==> src/rtl/router_fsm_nport_pkg.sv <==
// Shared state encoding, default widths and helpers for the N-port router control FSM.
package router_fsm_nport_pkg;

   localparam int DEF_NUM_PORTS = 3;
   localparam int DEF_ADDR_W    = 2;
   localparam int DEF_CNT_W     = 8;

   typedef enum logic [3:0] {
      ST_DECODE      = 4'd0,
      ST_LFD         = 4'd1,
      ST_LOAD_DATA   = 4'd2,
      ST_FIFO_FULL   = 4'd3,
      ST_LAF         = 4'd4,
      ST_LOAD_PARITY = 4'd5,
      ST_CPE         = 4'd6,
      ST_WAIT_EMPTY  = 4'd7,
      ST_DROP        = 4'd8
   } state_t;

   // States with no destination bound: dest_sel is 0 and soft reset is ignored.
   function automatic logic is_unbound(state_t s);
      return (s == ST_DECODE) || (s == ST_DROP);
   endfunction

endpackage

==> src/rtl/router_sat_counter.sv <==
// Saturating up-counter; increments one cycle after inc, holds at all-ones.
// No backpressure: inc is a single-cycle event input.
module router_sat_counter #(
   parameter int W = 8
) (
   input  logic         clock,
   input  logic         reset,
   input  logic         inc,
   output logic [W-1:0] count
);

   always_ff @(posedge clock) begin
      if (reset) begin
         count <= '0;
      end else if (inc && (count != {W{1'b1}})) begin
         count <= count + W'(1);
      end
   end

endmodule

==> src/rtl/router_fsm_nport.sv <==
// N-output router control FSM: decodes header address, sequences header/payload/parity loads, drops bad addresses.
// Moore outputs decode the current state; busy stalls the source in all states except DECODE, LOAD_DATA and DROP.
module router_fsm_nport
   import router_fsm_nport_pkg::*;
#(
   parameter int NUM_PORTS = DEF_NUM_PORTS,
   parameter int ADDR_W    = DEF_ADDR_W,
   parameter int CNT_W     = DEF_CNT_W
) (
   input  logic                 clock,
   input  logic                 reset,
   input  logic                 pkt_valid,
   input  logic [ADDR_W-1:0]    data_in,
   input  logic                 parity_done,
   input  logic                 low_pkt_valid,
   input  logic                 fifo_full,
   input  logic [NUM_PORTS-1:0] fifo_empty,
   input  logic [NUM_PORTS-1:0] soft_reset,
   output logic [NUM_PORTS-1:0] dest_sel,
   output logic                 detect_add,
   output logic                 lfd_state,
   output logic                 ld_state,
   output logic                 laf_state,
   output logic                 full_state,
   output logic                 write_enb_reg,
   output logic                 rst_int_reg,
   output logic                 busy,
   output logic                 pkt_dropped,
   output logic [CNT_W-1:0]     drop_cnt
);

   localparam logic [ADDR_W:0] PORT_LIMIT = (ADDR_W+1)'(NUM_PORTS);

   state_t            state;
   state_t            next_state;
   logic [ADDR_W-1:0] dest_q;
   logic              addr_ok;
   logic              empty_in;
   logic              empty_q;
   logic              soft_rst_q;
   logic              drop_evt;

   // Loops keep the per-port selects in range when NUM_PORTS < 2**ADDR_W.
   always_comb begin
      addr_ok    = ({1'b0, data_in} < PORT_LIMIT);
      empty_in   = 1'b0;
      empty_q    = 1'b0;
      soft_rst_q = 1'b0;
      for (int i = 0; i < NUM_PORTS; i++) begin
         if (data_in == ADDR_W'(i)) begin
            empty_in = fifo_empty[i];
         end
         if (dest_q == ADDR_W'(i)) begin
            empty_q    = fifo_empty[i];
            soft_rst_q = soft_reset[i];
         end
      end
   end

   always_comb begin
      next_state = state;
      unique case (state)
         ST_DECODE: begin
            if (pkt_valid) begin
               if (!addr_ok)      next_state = ST_DROP;
               else if (empty_in) next_state = ST_LFD;
               else               next_state = ST_WAIT_EMPTY;
            end
         end
         ST_WAIT_EMPTY:  if (empty_q) next_state = ST_LFD;
         ST_LFD:         next_state = ST_LOAD_DATA;
         ST_LOAD_DATA: begin
            if (fifo_full)       next_state = ST_FIFO_FULL;
            else if (!pkt_valid) next_state = ST_LOAD_PARITY;
         end
         ST_FIFO_FULL:   if (!fifo_full) next_state = ST_LAF;
         ST_LAF: begin
            if (parity_done)        next_state = ST_DECODE;
            else if (low_pkt_valid) next_state = ST_LOAD_PARITY;
            else                    next_state = ST_LOAD_DATA;
         end
         ST_LOAD_PARITY: next_state = ST_CPE;
         ST_CPE:         next_state = fifo_full ? ST_FIFO_FULL : ST_DECODE;
         ST_DROP:        if (!pkt_valid) next_state = ST_DECODE;
         default:        next_state = ST_DECODE;
      endcase
      // A read-side timeout on our own channel abandons the packet from any bound state.
      if (!is_unbound(state) && soft_rst_q) begin
         next_state = ST_DECODE;
      end
   end

   assign drop_evt = (state == ST_DECODE) && (next_state == ST_DROP);

   always_ff @(posedge clock) begin
      if (reset) begin
         state       <= ST_DECODE;
         dest_q      <= '0;
         pkt_dropped <= 1'b0;
      end else begin
         state       <= next_state;
         pkt_dropped <= drop_evt;
         if ((state == ST_DECODE) && pkt_valid && addr_ok) begin
            dest_q <= data_in;
         end
      end
   end

   always_comb begin
      dest_sel = '0;
      if (!is_unbound(state)) begin
         for (int i = 0; i < NUM_PORTS; i++) begin
            dest_sel[i] = (dest_q == ADDR_W'(i));
         end
      end
   end

   assign detect_add    = (state == ST_DECODE);
   assign lfd_state     = (state == ST_LFD);
   assign ld_state      = (state == ST_LOAD_DATA);
   assign laf_state     = (state == ST_LAF);
   assign full_state    = (state == ST_FIFO_FULL);
   assign write_enb_reg = (state == ST_LOAD_DATA) || (state == ST_LOAD_PARITY) || (state == ST_LAF);
   assign rst_int_reg   = (state == ST_CPE);
   assign busy          = !((state == ST_DECODE) || (state == ST_LOAD_DATA) || (state == ST_DROP));

   router_sat_counter #(
      .W (CNT_W)
   ) u_drop_cnt (
      .clock (clock),
      .reset (reset),
      .inc   (drop_evt),
      .count (drop_cnt)
   );

endmodule

==> config.mk <==
export PLATFORM = sky130hd
export DESIGN_NAME = router_fsm_nport
export DESIGN_NICKNAME = d
export VERILOG_FILES = /design/src/rtl/router_fsm_nport_pkg.sv /design/src/rtl/router_sat_counter.sv /design/src/rtl/router_fsm_nport.sv
export SDC_FILE = /design/constraint.sdc
export NUM_CORES = 1
export LEC_CHECK = 0
export CORE_ASPECT_RATIO = 1.4
export CORE_UTILIZATION = 44
export CTS_CLUSTER_DIAMETER = 50
export CTS_CLUSTER_SIZE = 14
export DETAILED_ROUTE_END_ITERATION = 12
export PLACE_DENSITY = 0.82
export SKIP_CTS_REPAIR_TIMING = 1
export SLEW_MARGIN = 40
export SYNTH_ARGS = -nofsm -noshare
export SYNTH_HDL_FRONTEND = slang
export SYNTH_SLANG_ARGS = --single-unit
export TNS_END_PERCENT = 30
==> constraint.sdc <==
create_clock -name clock -period 2.2 [get_ports clock]
set_input_delay 0.33 -clock clock [delete_from_list [all_inputs] [get_ports clock]]
set_output_delay 0.33 -clock clock [all_outputs]
set_load 0.02 [all_outputs]
# Yosys cells after proc, flatten, opt, wreduce, memory -nomap -nowiden
# Cells that the tools add are included.
[op_classes] n_addsub=1 magnitude_cmp=1 n_eq_ne=14 muxes=23 reduce_logical=15
[ops] operator="case mux 4 bit (9 select lines)" count=1
[ops] operator="2-to-1 mux 4 bit" count=8
[ops] operator="equality test 4 x 3 -> 1 bit, second input constant" count=4
[ops] operator="2-to-1 mux 3 bit" count=4
[ops] operator="2-to-1 mux 1 bit" count=9
[ops] operator="adder 8 x 1 -> 8 bit, second input constant" count=1
[ops] operator="equality test 4 x 2 -> 1 bit, second input constant" count=2
[ops] operator="equality test 4 bit, second input constant" count=2
[ops] operator="inequality test 8 bit, second input constant" count=1
[ops] operator="logical AND 1 bit" count=5
[ops] operator="logical OR 1 bit" count=5
[ops] operator="equality test 2 x 1 -> 1 bit, second input constant" count=2
[ops] operator="equality test 2 bit, second input constant" count=2
[ops] operator="equality test 4 x 1 -> 1 bit, second input constant" count=1
[ops] operator="zero test 2 bit" count=2
[ops] operator="zero test 4 bit" count=1
[ops] operator="zero test 1 bit" count=2
[ops] operator="< comparator 2 bit, second input constant" count=1
[ops] operator="2-to-1 mux 2 bit" count=1
[totals] ff_bits=15 input_bits=14 word_cells=58

# Longest topological paths before layout
[depth] word_depth=12 ltp_mapped=6

# Cells and area by module
# A second synthesis with hierarchy kept.
[unflattened] cells_unflattened=122 area_unflattened_um2=1023.5
[by_module_without_submodules] module="router_fsm_nport" n_inst=1 cells_each=76 area_each_um2=593.1 seq_area_each_um2=140.1
[by_module_without_submodules] module="router_sat_counter" n_inst=1 cells_each=46 area_each_um2=430.4 seq_area_each_um2=160.2

# Least setup slack after synthesis
# OpenSTA, ideal clock, no wires.
[synth_timing] kind="reg-to-output" start="register state[1]" end="output busy" t_arrival_ps=1529 required_time_ps=1870 slack_ps=341 path_stages_with_launch=5 path_cell_list="dfxtp_1 -> clkbuf_1 -> nand2b_1 -> nor3_1 -> nor2_1"
[synth_between] elab_chain_len=4 elab_cells_between_ends=6 cone_classes="eq/ne: 2; reduce/logical: 4"
[synth_rtl] element="start, declared" line_no="router_fsm_nport.sv:34" source="state_t state;"
[synth_rtl] element="start signal, assigned" line_no="router_fsm_nport.sv:101" source="state <= next_state;"
[synth_rtl] element="equality test 4 x 2 -> 1 bit"
[synth_rtl] element="via ld_state" line_no="router_fsm_nport.sv:22" source="output logic ld_state,"
[synth_rtl] element="logical OR 1 bit (2 in a row)" line_no="router_fsm_nport.sv:125" source="assign busy = !((state == ST_DECODE) || (state == ST_LOAD_DATA) || (state == ST_DROP));"
[synth_rtl] element="zero test 1 bit" line_no="router_fsm_nport.sv:125"
[synth_rtl] element="end, declared" line_no="router_fsm_nport.sv:27" source="output logic busy,"
# The timed path passes the listed nets, and every way through them passes these cells.

# Worst setup path after layout
[layout_timing] start="register state[3]" end="output detect_add"
[layout_between] elab_chain_len=1
[layout_rtl] element="zero test 4 bit" line_no="router_fsm_nport.sv:118" source="assign detect_add = (state == ST_DECODE);"
[layout_rtl] element="end, declared" line_no="router_fsm_nport.sv:20" source="output logic detect_add,"
# No other way between the ends.

==> results.cfg <==
[global_routing]
grt_pass1_wl_um = 4010
grt_overflow = 0
antenna_found_initial = 0
grt_max_degree = 19
grt_pass1_vias = 965
grt_usage = 0.242

[synthesis]
ys.warnings.count = 0
yosys.cell_types.count = 39
synth_top_area_frac = 0.316
syn-instance-count = 117
ys_seq_area_frac = 0.316
synth_nets = 132
ys.flop_type = dfxtp_1
synth_edf_count = 0
syn_avg_cell_area_um2 = 8.13
synth_top_area_cell = dfxtp_1
synth.area.top_cells = dfxtp_1 32%, a21oi_1 5.8%, or4_1 4.7%
yosys_register_bits = 15
synth_area_um2 = 951
synthArstFlopShare = 0

[power_and_ir_drop]
power_frac_clock = 0.143
seqPwrFrac = 0.331
p_per_area_nw_per_um2 = 831
peakVddDrop_v = 0.000638
comb_power_share = 0.526
internal_power_w = 0.000674
leakagePower_nw = 0.498
power.switching_w = 0.000450
power.total_w = 0.00112
sw_frac_of_total = 0.400

[die]
start_util = 0.476
die_area_um2 = 2350
die_h_um = 57.0
io_pins = 34
core.rowCount = 19
core_area_um2 = 2000
chipWidth_um = 41.3

[worst_setup_path]
max_stage_delay_ns = 0.67
rr_startpoint = state[3]$_SDFF_PP0_
setup.worst_path.end_class = output pin
startpoint = state[3]$_SDFF_PP0_
crit_slowest_cell = clkdlybuf4s50_1
critical_path_class = flip-flop to output pin
crit_chain = nor4_4, clkdlybuf4s50_1
crit_arrival_ns = 1.78
path_max_fanout = 12
cp.required_ns = 1.87
startpoint_type = flip-flop

[placement]
placed_area_um2 = 1310
dpl.hpwl_um = 1930
numPortBuffers = 33
gp_congestion = 0.819

[clock_tree]
h-tree-depth = 1
cts_inserted_buffers = 3
clock-root-buffer = clkbuf_4
clkTransAtPathRegs_ns = 0.09
clockBufferDepth = 2
clock_latency_ns = 0.29
cts_num_sinks = 15
cts_tree = done

[cells_and_area]
areaGrowthSynthToFinish_pct = 42.2
finalCoreUtilization = 0.677
nets = 167
drive_above_1_share = 0.132
finalInstanceArea_um2 = 1350
diodes = 0

[routing]
dr.pass1.iters = 5
wl_per_cell_um = 14.3
vias = 1057
drt_iter0_drc = 21
vias_per_cell = 6.15
drc = 0
routed_wl_um = 2450
ant_nets = 0

[timing]
worst_pin_slew_ns = 0.526
min_period_over_period = 0.961
tns_ns = 0
finalSetupViolCount = 0
max_freq_mhz = 473
fin_crit_ns = 2.11
grt_setup_unrepaired = no
relSlewSlack = 0.648
hold_viol_final = 0
slew_violations = 0
finClkSkew_ns = 0.000601
holdWs_ns = 0.522

[hold_path]
holdCritPathClass = flip-flop to flip-flop
holdCritStartpoint = u_drop_cnt.count[5]$_SDFFE_PP0P_

[outcome]
status = complete, no violations

[run]
cap_viol_max_count = 0
-- final cells by class --
| type | instances | area [um^2] |
|---|---|---|
| fill | 182 | 644 |
| clock buffer | 3 | 22.5 |
| sequential | 15 | 304 |
| tap | 21 | 26.3 |
| timing repair buffer | 38 | 375 |
| multi-input combinational | 89 | 601 |
| clock inverter | 1 | 5.00 |
| inverter | 5 | 18.8 |
-- cells by family after synthesis --
family	share of synthesized area
flops	0.316
simple gates	0.317
mux	0.0553
buf+inv	0.0526
fa+ha+maj	0.0132
compound gates	0.246
-- layout by cell type (no fill, tap or decap), types with 5 or more instances in the layout --
cell,synthesis,layout
clkdlybuf4s50_1,0,30
dfxtp_1,15,12
a21oi_1,11,11
nor2_1,10,10
nor3_1,7,7
or4_1,6,6
inv_1,5,5
nand3_1,5,5
o21ai_0,5,5
buf_4,0,5
-- cells in the mapped netlist (3+ instances only) --
library cell  count
nor2b_1           3
o41ai_1           3
nor3_1            7
nand2_1           3
o31ai_1           3
or4_1             6
inv_1             5
dfxtp_1          15
a21oi_1          11
nand2b_1          3
clkbuf_1          7
nand3_1           5
mux2i_1           3
o21ai_0           5
nor2_1           10
-- per-stage QoR --
| step | setup slack [ns] | cells |
|---|---|---|
| after global placement | 0.266 | 168 |
| after CTS | -0.0929 | 172 |
| after floorplan | 0.341 | 117 |
| final | 0.0859 | 172 |
| after global routing | 0.0194 | 172 |
| after detailed placement | 0.228 | 168 |
-- path summary, 6_finish.rpt --
kind,to,slack [ns],depth (start not counted)
max,detect_add,0.09,2
min,u_drop_cnt.count[5]$_SDFFE_PP0P_,0.52,2
max reg2reg,u_drop_cnt.count[5]$_SDFFE_PP0P_,0.31,4
min reg2reg,u_drop_cnt.count[5]$_SDFFE_PP0P_,0.52,2
-- flip-flops by register name (all words and copies together) (netlist names) --
signal,count
u_drop_cnt.count,8
state,4
dest_q,2
pkt_dropped,1
-- power by group through the flow --
stage               clock network [W]  registers, W  logic, W
floorplan                           0      0.000338  0.000376
global placement                    0      0.000371  0.000590
detailed placement                  0      0.000373  0.000594
CTS                          0.000164      0.000366  0.000598
global route                 0.000173      0.000378  0.000631
finish                       0.000161      0.000372  0.000591
-- critical path: cells and delay by family, from the launching register on --
kind	cells	cell delay, ns
AND/OR/NAND/NOR	1	0.37
buffers and inverters	1	0.67
flip-flops	1	0.45
-- metal layers --
metal / GRT usage / up-vias / routed length (um)
li1: - / 514 / -
met1: 0.270 / 495 / 970
met2: 0.400 / 40 / 1310
met3: 0.0350 / 8 / 109
met4: 0.147 / 0 / 63
met5: 0 / - / 0
Power figures use the tool's default switching activity.
